`config.mk`:
```
export PLATFORM = sky130hd
export DESIGN_NAME = bcd_to_bin
export DESIGN_NICKNAME = d
export VERILOG_FILES = /design/src/rtl/bcd_pkg.sv /design/src/rtl/bcd_digit_adj.sv /design/src/rtl/bcd_to_bin.sv
export SDC_FILE = /design/constraint.sdc
export NUM_CORES = 1
export LEC_CHECK = 0
export CAP_MARGIN = 20
export CORE_MARGIN = 10
export CORE_UTILIZATION = 50
export DETAILED_ROUTE_END_ITERATION = 7
export PLACE_DENSITY = 0.75
export SLEW_MARGIN = 20
export SYNTH_ARGS = -nofsm -noshare
export SYNTH_HDL_FRONTEND = slang
export SYNTH_SLANG_ARGS = --single-unit
```
`constraint.sdc`:
```
create_clock -name clk -period 2.8 [get_ports clk]
set_input_delay 0.42 -clock clk [delete_from_list [all_inputs] [get_ports clk]]
set_output_delay 0.42 -clock clk [all_outputs]
set_load 0.01 [all_outputs]
```
`src/rtl/bcd_pkg.sv`:
```
// Shared BCD constants, FSM state type and sizing helper for the BCD <-> binary converters.
// The binary-to-BCD block uses the DABBLE_* constants; bcd_to_bin uses the ADJ_* constants.
package bcd_pkg;

    localparam int DIGIT_W = 4;

    localparam logic [DIGIT_W-1:0] DIGIT_MAX     = 4'd9;
    localparam logic [DIGIT_W-1:0] ADJ_THRESH    = 4'd8;
    localparam logic [DIGIT_W-1:0] ADJ_VAL       = 4'd3;
    localparam logic [DIGIT_W-1:0] DABBLE_THRESH = 4'd5;
    localparam logic [DIGIT_W-1:0] DABBLE_VAL    = 4'd3;

    typedef enum logic [1:0] {
        IDLE = 2'd0,
        CONV = 2'd1,
        DONE = 2'd2
    } state_t;

    // Smallest binary width that can hold 10^digits - 1.
    function automatic int min_bin_w(input int digits);
        longint max_val;
        int     w;
        max_val = 1;
        for (int i = 0; i < digits; i++) begin
            max_val = max_val * 10;
        end
        max_val = max_val - 1;
        w = 1;
        while ((longint'(1) << w) <= max_val) begin
            w++;
        end
        return w;
    endfunction

endpackage

```
`src/rtl/bcd_digit_adj.sv`:
```
// Single-digit corrector for reverse double-dabble: subtracts 3 from a digit that is 8 or more.
module bcd_digit_adj
    import bcd_pkg::*;
(
    input  logic [DIGIT_W-1:0] digit_i,
    output logic [DIGIT_W-1:0] digit_o
);

    assign digit_o = (digit_i >= ADJ_THRESH) ? (digit_i - ADJ_VAL) : digit_i;

endmodule

```
`src/rtl/bcd_to_bin.sv`:
```
// Sequential BCD-to-binary converter (reverse double-dabble, one step per clock).
// Optional build macro BCD_CHECK_EN adds a registered illegal-digit flag on bcd_err.
module bcd_to_bin
    import bcd_pkg::*;
#(
    parameter int DIGITS = 4,
    parameter int BIN_W  = 14
) (
    input  logic                      clk,
    input  logic                      rst,
    input  logic                      in_valid,
    output logic                      in_ready,
    input  logic [DIGIT_W*DIGITS-1:0] bcd_in,
    output logic                      out_valid,
    input  logic                      out_ready,
    output logic [BIN_W-1:0]          bin_out,
    output logic                      bcd_err
);

    localparam int BCD_W  = DIGIT_W * DIGITS;
    localparam int WORK_W = BCD_W + BIN_W;
    localparam int CNT_W  = (BIN_W > 1) ? $clog2(BIN_W) : 1;
    localparam logic [CNT_W-1:0] CNT_LAST = CNT_W'(BIN_W - 1);

    state_t             state_q, state_d;
    logic [WORK_W-1:0]  work_q, work_d;
    logic [WORK_W-1:0]  work_shift;
    logic [WORK_W-1:0]  work_step;
    logic [CNT_W-1:0]   cnt_q, cnt_d;
    logic               out_valid_q, out_valid_d;
    logic [BIN_W-1:0]   bin_out_q, bin_out_d;
    logic               load;

    assign load = (state_q == IDLE) && in_valid;

    // Work register is {bcd part, bin part}; the bcd LSB falls into the bin MSB on each shift.
    assign work_shift = work_q >> 1;
    assign work_step[BIN_W-1:0] = work_shift[BIN_W-1:0];

    generate
        for (genvar gi = 0; gi < DIGITS; gi++) begin : g_adj
            bcd_digit_adj u_adj (
                .digit_i (work_shift[BIN_W + DIGIT_W*gi +: DIGIT_W]),
                .digit_o (work_step [BIN_W + DIGIT_W*gi +: DIGIT_W])
            );
        end
    endgenerate

`ifdef BCD_CHECK_EN
    logic [DIGITS-1:0] digit_bad;
    logic              bcd_err_q, bcd_err_d;

    generate
        for (genvar gi = 0; gi < DIGITS; gi++) begin : g_chk
            assign digit_bad[gi] = (bcd_in[DIGIT_W*gi +: DIGIT_W] > DIGIT_MAX);
        end
    endgenerate

    assign bcd_err_d = load ? (|digit_bad) : bcd_err_q;

    always_ff @(posedge clk or posedge rst) begin
        if (rst) begin
            bcd_err_q <= 1'b0;
        end else begin
            bcd_err_q <= bcd_err_d;
        end
    end

    assign bcd_err = bcd_err_q;
`else
    assign bcd_err = 1'b0;
`endif

    always_ff @(posedge clk or posedge rst) begin
        if (rst) begin
            state_q     <= IDLE;
            work_q      <= '0;
            cnt_q       <= '0;
            out_valid_q <= 1'b0;
            bin_out_q   <= '0;
        end else begin
            state_q     <= state_d;
            work_q      <= work_d;
            cnt_q       <= cnt_d;
            out_valid_q <= out_valid_d;
            bin_out_q   <= bin_out_d;
        end
    end

    always_comb begin
        state_d     = state_q;
        work_d      = work_q;
        cnt_d       = cnt_q;
        out_valid_d = out_valid_q;
        bin_out_d   = bin_out_q;

        case (state_q)
            IDLE: begin
                if (load) begin
                    work_d  = {bcd_in, {BIN_W{1'b0}}};
                    cnt_d   = '0;
                    state_d = CONV;
                end
            end
            CONV: begin
                work_d = work_step;
                cnt_d  = cnt_q + CNT_W'(1);
                if (cnt_q == CNT_LAST) begin
                    state_d = DONE;
                end
            end
            DONE: begin
                // First DONE cycle captures the result; afterwards wait for the consumer.
                if (!out_valid_q) begin
                    out_valid_d = 1'b1;
                    bin_out_d   = work_q[BIN_W-1:0];
                end else if (out_ready) begin
                    out_valid_d = 1'b0;
                    state_d     = IDLE;
                end
            end
            default: begin
                state_d     = IDLE;
                out_valid_d = 1'b0;
            end
        endcase
    end

    assign in_ready  = (state_q == IDLE);
    assign out_valid = out_valid_q;
    assign bin_out   = bin_out_q;

endmodule

```
Word level (Yosys, flattened, before mapping)
Index checks and enable logic that the tools add are counted.
Storage, ports and cells
  bits in read-only memories: 0
  logic and storage cells: 45
  memories kept: 0
  bits in registers: 51
  bits in writable memories: 0
  bits in latches: 0
Operators by class
  $mul: 0
  eq/ne operators: 7
  muxes and demuxes: 16
  reductions and logical operators: 7
  add/sub/neg operators: 5
  shift operators: 0
  divide/modulo/power cells: 0
  bitwise logic cells: 1
  magnitude comparators: 4
Operators with widths (count)
  30-bit one-hot mux with 2 select lines: 1
  30-bit 2-to-1 mux: 1
  4-bit 2-to-1 mux: 5
  4-bit >= comparator, second input constant: 3
  4-bit by 2-bit subtractor with 4-bit output, second input constant: 3
  2-bit 2-to-1 mux: 4
  4-bit one-hot mux with 2 select lines: 1
  2-bit != test, second input constant: 3
  2-bit one-hot mux with 3 select lines: 1
  4-bit by 1-bit adder with 4-bit output, second input constant: 1
  4-bit == test, second input constant: 1
  3-bit by 4-bit >= comparator with 1-bit output, second input constant: 1
  2-bit AND reduction: 2
  4-bit AND reduction: 1
  3-bit by 2-bit subtractor with 4-bit output, second input constant: 1
  2-bit by 1-bit == test with 1-bit output, second input constant: 1
  2-bit == test, second input constant: 1
  2-bit zero test: 1
  1-bit 2-to-1 mux: 2
  2-bit by 1-bit != test with 1-bit output, second input constant: 1
  1-bit one-hot mux with 2 select lines: 1
  2-bit nonzero test: 1
  2-bit OR reduction: 1
  1-bit logical AND: 1
  1-bit inverter: 1

Logic depth before layout (Yosys ltp)
  word-level depth: 4
  mapped depth: 6
  mapped depth without buffers: 5

Cells and area by module
Synthesis repeated with hierarchy kept, for this count alone.
Unflattened totals
  cells, all modules: 210
  area, all modules: 2428.6 um^2
By module, submodules not included
  bcd_to_bin: area each 2123.3 um^2, cells an instance 166, instances 1, seq. area each 1276.2 um^2
  bcd_digit_adj: area each 76.3 um^2, cells an instance 11, instances 4, seq. area each 0.0 um^2

Worst setup path before layout
OpenSTA, ideal clock, no wires.
  path type: register to register
  start: reg state_q[0]
  end: reg bin_out_q[0], in the netlist bin_out[0]
  path buffers: 2
  arrival: 1259 ps
  setup slack: 1416 ps
  data required time: 2675 ps
  cell stages (with the launch flop): 5
  library setup time: 125 ps
  clock period less this slack: 1384 ps
  path through: dfrtp_1 > buf_4 > nor3b_4 > buf_6 > mux2_2
Between the ends
  cells in the longest elaborated chain, start to end: 2
RTL lines
  start: declaration: line bcd_to_bin.sv:25  | state_t state_q, state_d;
  start signal: assignment: line bcd_to_bin.sv:82  | state_q <= state_d;
  2-bit == test: line bcd_to_bin.sv:97  | case (state_q)
  2-bit AND reduction (no source line)
  end signal: assignment: line bcd_to_bin.sv:86  | bin_out_q <= bin_out_d;
  end: declaration: line bcd_to_bin.sv:31  | logic [BIN_W-1:0] bin_out_q, bin_out_d;
No other way between the ends.
A chain may end at the register's enable or synchronous reset.

Final worst setup path
  start: reg state_q[0]
  end: out in_ready
Between the ends
  cells in the longest elaborated chain, start to end: 1
RTL lines
  2-bit zero test: line bcd_to_bin.sv:129  | assign in_ready = (state_q == IDLE);
  end: declaration: line bcd_to_bin.sv:12  | output logic in_ready,
No other way between the ends.

==> key figures <==
Finish
  • # diodes: 0
  • Final Instance Count excl. Fillers: about 280
  • Post-layout net count: 254
  • Area delta synth->final: 20.2%
  • Number of filler instances in the final layout: 350
  • Layout cells sized above 1: between 10% and 20%
  • Post-route standard cell area excluding fillers: 2770 um^2

Detailed routing
  • DRT iter0 DRCs: 79
  • Number of design rule violations left after detail routing: 0
  • Number of iterations in the first detailed-routing pass: 4
  • Number of routed nets with antenna violations: 0
  • Vias per cell: approximately 5.6
  • Detailed-route via count: ~1600
  • Detail-routed net length per standard cell: 16.4 um
  • Final wirelength: roughly 4.6 mm

Floorplan
  • Placement Rows: 24
  • Core footprint: about 4400 um^2
  • Top-level I/O count: 37
  • Die Width: just under 90 um
  • Area enclosed by the die boundary: 7730 um^2
  • Die height: 87.9 um
  • Effective utilization at floorplan: between 50% and 60%

Placement
  • Standard cell area after detailed placement: ~2700 um^2
  • DP HPWL: approximately 3.1 mm
  • Placed instance count: approximately 270
  • Weighted congestion at the end of routability-driven global placement: 0.773
  • Port Buf Inserts: 35
  • Setup WS pre-CTS: a little over 0.9 ns

Logic synthesis
  • Net count after synthesis: approximately 220
  • Post-Syn Area per Cell: between 10 and 15 um^2
  • Gate Count Post-Synth: 193
  • Top cells by area in the synthesized netlist: dfrtp_1, mux2_2, a22o_1, ha_1, o22ai_1
  • Total of warnings raised by yosys: 0
  • Library cells used by synthesis: 33
  • Register bit total from synthesis: slightly above 50
  • Number of enable-type register cells in the synthesized netlist: 0
  • Library cell with the largest summed area after synthesis: dfrtp_1
  • Synthesized cell area: 2310 um^2
  • Library cell with the highest instance count after synthesis: dfrtp_1
  • Dominant synthesized flop cell: dfrtp_1
  • Synth top area share: between 50% and 60%
  • Share of the yosys chip area belonging to registers: ~55%
  • Ys async rst share: 100%
  • Most instantiated cells after synthesis: dfrtp_1, mux2_2, a22o_1, nand2_1

Setup path
  • Launching element type of the critical path: flop
  • Biggest fanout along the worst timing path: 18
  • Crit end category: output port
  • Worst Path Class, Setup: flop to output port
  • Required time at the endpoint of the critical path: 2.38 ns
  • WP data arrival: about 1.7 ns
  • Logic depth of the worst register-to-register path: 3
  • Worst R2R Setup Slack: 0.88 ns

Timing
  • Upper clock frequency limit: 468 MHz
  • Shortest clock period the worst path allows after layout: between 2 and 2.5 ns
  • Worst Skew: 0.00860 ns
  • Actual transition at the worst max-transition pin: roughly 0.77 ns
  • Worst max-slew margin expressed relative to the limit: 48.9%
  • Final Slew Violations: 0
  • Number of hold-slack violations in the final timing report: 0
  • Tcrit/Tclk final: approximately three quarters
  • Final setup violation count: 0
  • Setup TNS: 0 ns
  • Worst path setup slack after routing: 0.661 ns
  • Unrepaired setup endpoints after global routing: no

Pwr
  • Worst VDD drop: 0.491 mV
  • Ratio of total power to cell area: 1050 nW/um^2
  • Reported leakage power: around 1.3 nW

Outcome
  • Outcome: completed

GRT
  • Via count of the first global-routing pass: 1585
  • Maximum number of pins on one net before global-route repair: 25
  • First-pass GRT wire length: around 7.7 mm
  • GR Util All Layers: between 10% and 20%
  • Sum of overflow across all layers after global routing: 0
  • Initial antenna violation count: 0

Clock tree
  • CTS tree: done
  • CTS clk-pin slew, worst paths: about 0.090 ns
  • CTS H-tree lvls: 2
  • Clock insertion delay at the later pin of the skew report: ~0.31 ns
  • Post-CTS setup buffers: 0
  • Clock tree root driver cell: clkbuf_8
  • Total number of clock tree sinks: 51
  • Max Buffers Root-to-Sink: 2
  • Total CTS buffers: 5
  • Number of buffers inserted by hold repair at cts: 0
  • Number of resized instances in the post-cts repair step: 0

Run
  • Max-capacitance violation count: 0

Worst hold path
  • Tightest Hold Check Type: input port to asynchronous set/reset pin
final cells by class:
| type | instances | area, um^2 | share of cell area, % |
|---|---|---|---|
| clock buffer | 5 | 68.8 | 2.48 |
| clock inverter | 2 | 37.5 | 1.35 |
| inverter | 12 | 45.0 | 1.62 |
| multi-input combinational | 118 | 907 | 32.7 |
| sequential | 51 | 1280 | 46.0 |
| tap | 52 | 65.1 | 2.35 |
| timing repair buffer | 38 | 373 | 13.4 |
where the power goes:
part           switching (W)  internal [W]
logic               0.000493      0.000596
clock network       0.000242      0.000261
registers           0.000292       0.00104
state kept, by name (all words and copies together), names as in the netlist:
signal and cells:
cnt_q 4, state_q 2, out_valid 1, bin_out 14, work_q 30
per-layer routing:
metal / share of wire (%) / global-route usage (%)
met4: 1.7 / 5.51
met5: 0 / 0
met3: 5.3 / 4.27
met2: 45 / 18.9
met1: 48 / 16.1
critical path, stage by stage, from the launching register on:
cell	delay, ns
dfrtp_1	0.62
nor2_1	0.23
clkdlybuf4s50_1	0.57
placed cells by master, fill, tap and decap left out, types with 3 or more instances in the layout:
master,instances
a22o_1,15
clkdlybuf4s50_1,35
a21oi_1,9
dfrtp_1,51
buf_4,3
o221a_2,3
xor2_1,3
xnor2_1,3
o21ai_0,6
clkbuf_8,5
o22ai_1,12
nor2b_1,3
nand2_1,15
a31oi_1,4
ha_1,8
nor2_1,4
mux2_2,16
inv_1,11
logic make-up after synthesis:
group                    synth area share (%)
multiplexers                             8.68
AO/OA/AOI/OAI                            16.8
adder cells (fa/ha/maj)                  4.34
AND/OR/NAND/NOR                          7.05
flip-flops                               55.3
XOR/XNOR                                 2.28
buffers and inverters                    5.37
other                                   0.163
metrics by stage:
stage	utilization [%]	hold WS [ns]	total power [W]
floorplan	-	0.439	0.00210
global placement	60.4	0.457	0.00240
detailed placement	60.4	0.466	0.00244
CTS	62.8	0.467	0.00295
global route	62.8	0.489	0.00315
finish	62.8	0.453	0.00292
final timing paths:
check                           start    endpoint
min in group clk           work_q[29]  work_q[29]
setup reg to reg           state_q[0]    cnt_q[3]
max in group asynchronous         rst  work_q[23]
hold reg to reg            work_q[29]  work_q[29]
hold / removal                    rst  bin_out[2]
setup / recovery           state_q[0]    in_ready
No activity file was read; power rests on OpenSTA's default activity.
